File: src/rtl/cdb_arbiter.sv
// rtl/cdb_arbiter.sv - round-robin completion arbiter onto the common data bus
// One holding register per FU; one registered broadcast/remove per cycle.
module cdb_arbiter #(
  parameter int NUM_FU   = 4,
  parameter int PREG_W   = 6,
  parameter int RS_IDX_W = 3
) (
  input  logic                         clock,
  input  logic                         reset,
  input  logic                         flush,
  input  logic [NUM_FU-1:0]            fu_valid,
  output logic [NUM_FU-1:0]            fu_ready,
  input  logic [NUM_FU*PREG_W-1:0]     fu_tag,
  input  logic [NUM_FU-1:0]            fu_has_dest,
  input  logic [NUM_FU*RS_IDX_W-1:0]   fu_rs_idx,
  output logic                         cdb_en,
  output logic [PREG_W-1:0]            cdb_tag,
  output logic                         remove_en,
  output logic [RS_IDX_W-1:0]          remove_idx,
  output logic                         pending
);

  localparam int PTR_W = $clog2(NUM_FU);

  logic [NUM_FU-1:0]                hold_valid_q, hold_valid_d;
  logic [NUM_FU-1:0][PREG_W-1:0]    hold_tag_q, hold_tag_d;
  logic [NUM_FU-1:0]                hold_dest_q, hold_dest_d;
  logic [NUM_FU-1:0][RS_IDX_W-1:0]  hold_rs_idx_q, hold_rs_idx_d;
  logic [PTR_W-1:0]                 rr_ptr_q, rr_ptr_d;
  logic                             cdb_en_q, cdb_en_d;
  logic [PREG_W-1:0]                cdb_tag_q, cdb_tag_d;
  logic                             remove_en_q, remove_en_d;
  logic [RS_IDX_W-1:0]              remove_idx_q, remove_idx_d;

  logic [NUM_FU-1:0] grant;
  logic              grant_any;
  logic [PTR_W-1:0]  grant_idx;
  logic [PTR_W-1:0]  cand;

  // Wraps explicitly so non-power-of-two NUM_FU never scans a missing slot.
  function automatic logic [PTR_W-1:0] scan_idx(input logic [PTR_W-1:0] base, input int k);
    int s;
    s = int'(base) + k;
    if (s >= NUM_FU) s = s - NUM_FU;
    return PTR_W'(s);
  endfunction

  always_comb begin
    grant     = '0;
    grant_any = 1'b0;
    grant_idx = '0;
    cand      = '0;
    for (int k = 0; k < NUM_FU; k++) begin
      cand = scan_idx(rr_ptr_q, k);
      if (!grant_any && hold_valid_q[cand]) begin
        grant_any = 1'b1;
        grant_idx = cand;
      end
    end
    if (grant_any) grant[grant_idx] = 1'b1;
  end

  assign fu_ready = ~hold_valid_q | grant;
  assign pending  = |hold_valid_q;

  always_comb begin
    hold_valid_d  = hold_valid_q;
    hold_tag_d    = hold_tag_q;
    hold_dest_d   = hold_dest_q;
    hold_rs_idx_d = hold_rs_idx_q;
    rr_ptr_d      = rr_ptr_q;
    cdb_en_d      = 1'b0;
    cdb_tag_d     = cdb_tag_q;
    remove_en_d   = 1'b0;
    remove_idx_d  = remove_idx_q;
    if (flush) begin
      hold_valid_d = '0;
      rr_ptr_d     = '0;
    end else begin
      if (grant_any) begin
        remove_en_d             = 1'b1;
        remove_idx_d            = hold_rs_idx_q[grant_idx];
        cdb_en_d                = hold_dest_q[grant_idx] && (hold_tag_q[grant_idx] != '0);
        cdb_tag_d               = hold_tag_q[grant_idx];
        hold_valid_d[grant_idx] = 1'b0;
        rr_ptr_d = (grant_idx == PTR_W'(NUM_FU - 1)) ? '0 : grant_idx + PTR_W'(1);
      end
      // Loading after the grant clear lets a freed slot refill on the same edge.
      for (int i = 0; i < NUM_FU; i++) begin
        if (fu_valid[i] && fu_ready[i]) begin
          hold_valid_d[i]  = 1'b1;
          hold_tag_d[i]    = fu_tag[i*PREG_W +: PREG_W];
          hold_dest_d[i]   = fu_has_dest[i];
          hold_rs_idx_d[i] = fu_rs_idx[i*RS_IDX_W +: RS_IDX_W];
        end
      end
    end
  end

  always_ff @(posedge clock) begin
    if (reset) begin
      hold_valid_q <= '0;
      rr_ptr_q     <= '0;
      cdb_en_q     <= 1'b0;
      cdb_tag_q    <= '0;
      remove_en_q  <= 1'b0;
      remove_idx_q <= '0;
    end else begin
      hold_valid_q <= hold_valid_d;
      rr_ptr_q     <= rr_ptr_d;
      cdb_en_q     <= cdb_en_d;
      cdb_tag_q    <= cdb_tag_d;
      remove_en_q  <= remove_en_d;
      remove_idx_q <= remove_idx_d;
    end
  end

  // Payload is qualified by hold_valid, so it needs no reset.
  always_ff @(posedge clock) begin
    hold_tag_q    <= hold_tag_d;
    hold_dest_q   <= hold_dest_d;
    hold_rs_idx_q <= hold_rs_idx_d;
  end

  assign cdb_en     = cdb_en_q;
  assign cdb_tag    = cdb_tag_q;
  assign remove_en  = remove_en_q;
  assign remove_idx = remove_idx_q;

endmodule

File: config.mk
export PLATFORM = sky130hd
export DESIGN_NAME = cdb_arbiter
export DESIGN_NICKNAME = d
export VERILOG_FILES = /design/src/rtl/cdb_arbiter.sv
export SDC_FILE = /design/constraint.sdc
export NUM_CORES = 1
export LEC_CHECK = 0
export CORE_UTILIZATION = 38
export CTS_BUF_LIST = sky130_fd_sc_hd__clkbuf_4 sky130_fd_sc_hd__clkbuf_8 sky130_fd_sc_hd__clkbuf_16
export CTS_CLUSTER_DIAMETER = 60
export DETAILED_ROUTE_END_ITERATION = 12
export GPL_ROUTABILITY_DRIVEN = 1
export PLACE_DENSITY = 0.65
export SETUP_SLACK_MARGIN = 0.1
export SYNTH_ARGS = -nofsm -noshare
export SYNTH_HDL_FRONTEND = slang
export SYNTH_SLANG_ARGS = --single-unit
File: constraint.sdc
create_clock -name clock -period 3 [get_ports clock]
set_input_delay 0.6 -clock clock [delete_from_list [all_inputs] [get_ports clock]]
set_output_delay 0.6 -clock clock [all_outputs]
set_load 0.05 [all_outputs]
==> results of run 1 <==
## area by class of cell
type	instances	share of cell area
repair buffers	72	0.2073
flip-flops and latches	57	0.4661
clock inverters	4	0.006054
well taps	75	0.02838
multi-input cells	120	0.2334
inverters	9	0.01249
clock buffers	12	0.04616
## power groups by stage
stage	clock network, mW	registers (mW)	logic (mW)
6_report	0.627	0.903	0.320
5_1_grt	0.686	0.906	0.344
4_1_cts	0.643	0.903	0.311
3_5_place_dp	0	0.919	0.310
3_3_place_gp	0	0.918	0.308
2_1_floorplan	0	0.952	0.149
## cell usage after synthesis (2+ instances only)
| library cell | n |
|---|---|
| ha_1 | 4 |
| a22oi_1 | 3 |
| o21a_1 | 6 |
| clkbuf_1 | 4 |
| inv_1 | 7 |
| a311o_1 | 3 |
| buf_2 | 2 |
| a211oi_2 | 3 |
| dfxtp_1 | 17 |
| a21oi_1 | 11 |
| mux2i_1 | 2 |
| nor3b_1 | 4 |
| nand3_1 | 30 |
| nor2b_1 | 5 |
| nand2_1 | 17 |
| nor2_1 | 4 |
| edfxtp_1 | 40 |
| and3_1 | 3 |
| o21ai_0 | 12 |
| nor2_4 | 2 |
## worst max-delay path, cell delays in order (launching register included)
cell and delay [ps]:
dfxtp_1 390, nor4_1 670, inv_1 80, clkdlybuf4s50_1 720
## per-layer routing
layer,vias up,global-route usage,share of wire
li1,865,-,-
met3,6,0.05506,0.053
met1,828,0.2405,0.48
met4,0,0.05893,0.013
met2,58,0.2496,0.45
met5,-,0,0
## registers in the layout (all words and copies together) (netlist names)
signal         cells
hold_dest_q        4
hold_rs_idx_q     12
rr_ptr_q           2
remove_idx         3
hold_tag_q        24
cdb_en             1
hold_valid_q       4
cdb_tag            6
remove_en          1
## what timing repair did
action	CTS	global route
buffers inserted	0	5
gates resized for setup	0	3
endpoints found under the setup margin	0	4
hold buffers	0	0
## stage by stage
stage / instance area (sq um) / util / cells / hold slack, ps
after CTS: 3261 / 0.5443 / 344 / 457.9
final: 3307 / 0.5520 / 349 / 456.8
after global routing: 3307 / 0.5520 / 349 / 479.1
after floorplan: 2384 / - / 194 / 551.1
after global placement: 3088 / 0.5155 / 328 / 444.6
after detailed placement: 3088 / 0.5155 / 328 / 449.1
## logic make-up after synthesis
kind of cell	count (synthesis)	share of synthesized area
AOI/OAI and AO/OA	43	0.1286
DFF	57	0.6467
buffers and inverters	17	0.03307
and+or+nand+nor	70	0.1528
muxes	3	0.01785
adders and majority gates	4	0.02100
## worst max-delay path by stage
stage | from | to | slack, ps
floorplan | hold_valid_q[2] | hold_dest_q[2] | 480
global placement | hold_valid_q[2] | fu_ready[0] | 540
detailed placement | hold_valid_q[2] | fu_ready[0] | 510
CTS | hold_valid_q[2] | fu_ready[0] | 140
global route | hold_valid_q[3] | pending | 110
finish | hold_valid_q[3] | pending | 220
==> metrics, run 1 <==
DP Wirelength=3705 um; final setup fails=0; CP Class=flip-flop to output pin; Post-Place Setup Slack=506.1 ps; DRC=0; first-pass GRT wire length=8107 um; grt total ovfl=0; setup_tns=0 ps; Sequential Power Share=0.488; Rel. slew slack=0.3190; clock sinks=57; crit path capture type=output pin; final clock skew=9.862 ps; unrepaired setup endpoints after global routing=false; vias in the first global route=1677; Max Cap Violations=0; Max Clk Rate=359.2 MHz; R2R depth=6; Initial Util=0.3979; fin. max-slew vios=0; vias per cell=5.034; Internal Dissipation=1.361 mW; clk slew on worst S/H paths=60 ps; EDFF count, synth=40; Final Hold Vio Count=0; Sw Ratio=0.2641; commonest non-fill, non-tap cell in the layout=clkdlybuf4s50_1; Hold Crit Class=flip-flop to flip-flop; endpoint of the worst register-to-register path=remove_idx[1]; clock share of power=0.339; Clk Latency, worst-skew pair=330 ps; Clock Root Buffer=clkbuf_8; I/O pins=63; final setup margin=215.7 ps; LEAKAGE=1.179 nW; Final Power=1.849 mW; CTS Buffer Depth=2; vias=1757; Syn-to-layout area delta=38.74%; initial drt markers=125; power share of the combinational group=0.173; WP data required=2400 ps; fraction of layout cells with a size suffix above 1=0.1679; Seq/Total Area, Yosys=0.6467; crit-path max FO=6; Startpoint Class=flip-flop; cell accounting for the most synthesized area=edfxtp_1; NumNets Final=320; worst reg2reg startpoint=hold_valid_q[0]; ant diodes=0; Hold Crit Start=remove_idx[0]; Synth Flop Type=edfxtp_1; Worst EP arrival=2180 ps; period utilisation layout=0.9281; syn_area_per_cell=12.29 sq um; gp weighted congestion=0.7908; largest net degree at the start of global routing=16; P_sw=0.4884 mW; clock buffer count from CTS=9; Worst-Margin Slew=1015 ps; Hold Path End=remove_idx[0]; Reg area=0.001541 sq mm; Synth top area share=0.5039; CTS H-tree lvls=3; Global Route Usage Sum=0.1718; multi-input logic area=772.0 sq um; fin crit period=2784 ps; # fillers=529; Worst Hold Depth=2; Syn Nets=245; status=completed; Pre-Repair DR Iteration Count=5; die height=81.20 um; Cell variety after synth=35; asr flop ratio synth=0; Mapped Area=0.002384 sq mm; commonest cells after routing, fill and taps aside=58 x clkdlybuf4s50_1, 40 x edfxtp_1, 30 x nand3_1; Die X=81.20 um; count of input and output buffers=62; Yosys reg bits=57; ANT nets after route=0; YS warnings=0; DIE AREA=0.006593 sq mm; Post-Syn Instances=194; row count=28; initial antenna violation count=0; R2R Setup Slk=830 ps; DR WL/cell=14.88 um; TritonCTS clock tree=yes; Post-Route WL=5192 um; Peak VDD IR=0.3843 mV; Core ar.=0.005991 sq mm; Pwr Density=559.3 mW/mm^2; top post-synthesis cells by area=edfxtp_1 50%, dfxtp_1 14%, nand3_1 6.3%
(Power assumes the default switching activity.)
==> run 2, diff against run 1 <==
--- a/config.mk
+++ b/config.mk
@@ -5,6 +5,7 @@
 export SDC_FILE = /design/constraint.sdc
 export NUM_CORES = 1
 export LEC_CHECK = 0
+export CAP_MARGIN = 20
 export CORE_UTILIZATION = 38
 export CTS_BUF_LIST = sky130_fd_sc_hd__clkbuf_4 sky130_fd_sc_hd__clkbuf_8 sky130_fd_sc_hd__clkbuf_16
 export CTS_CLUSTER_DIAMETER = 60
==> results of run 2 <==
Final layout, timing and power as in run 1 (identical DEF).
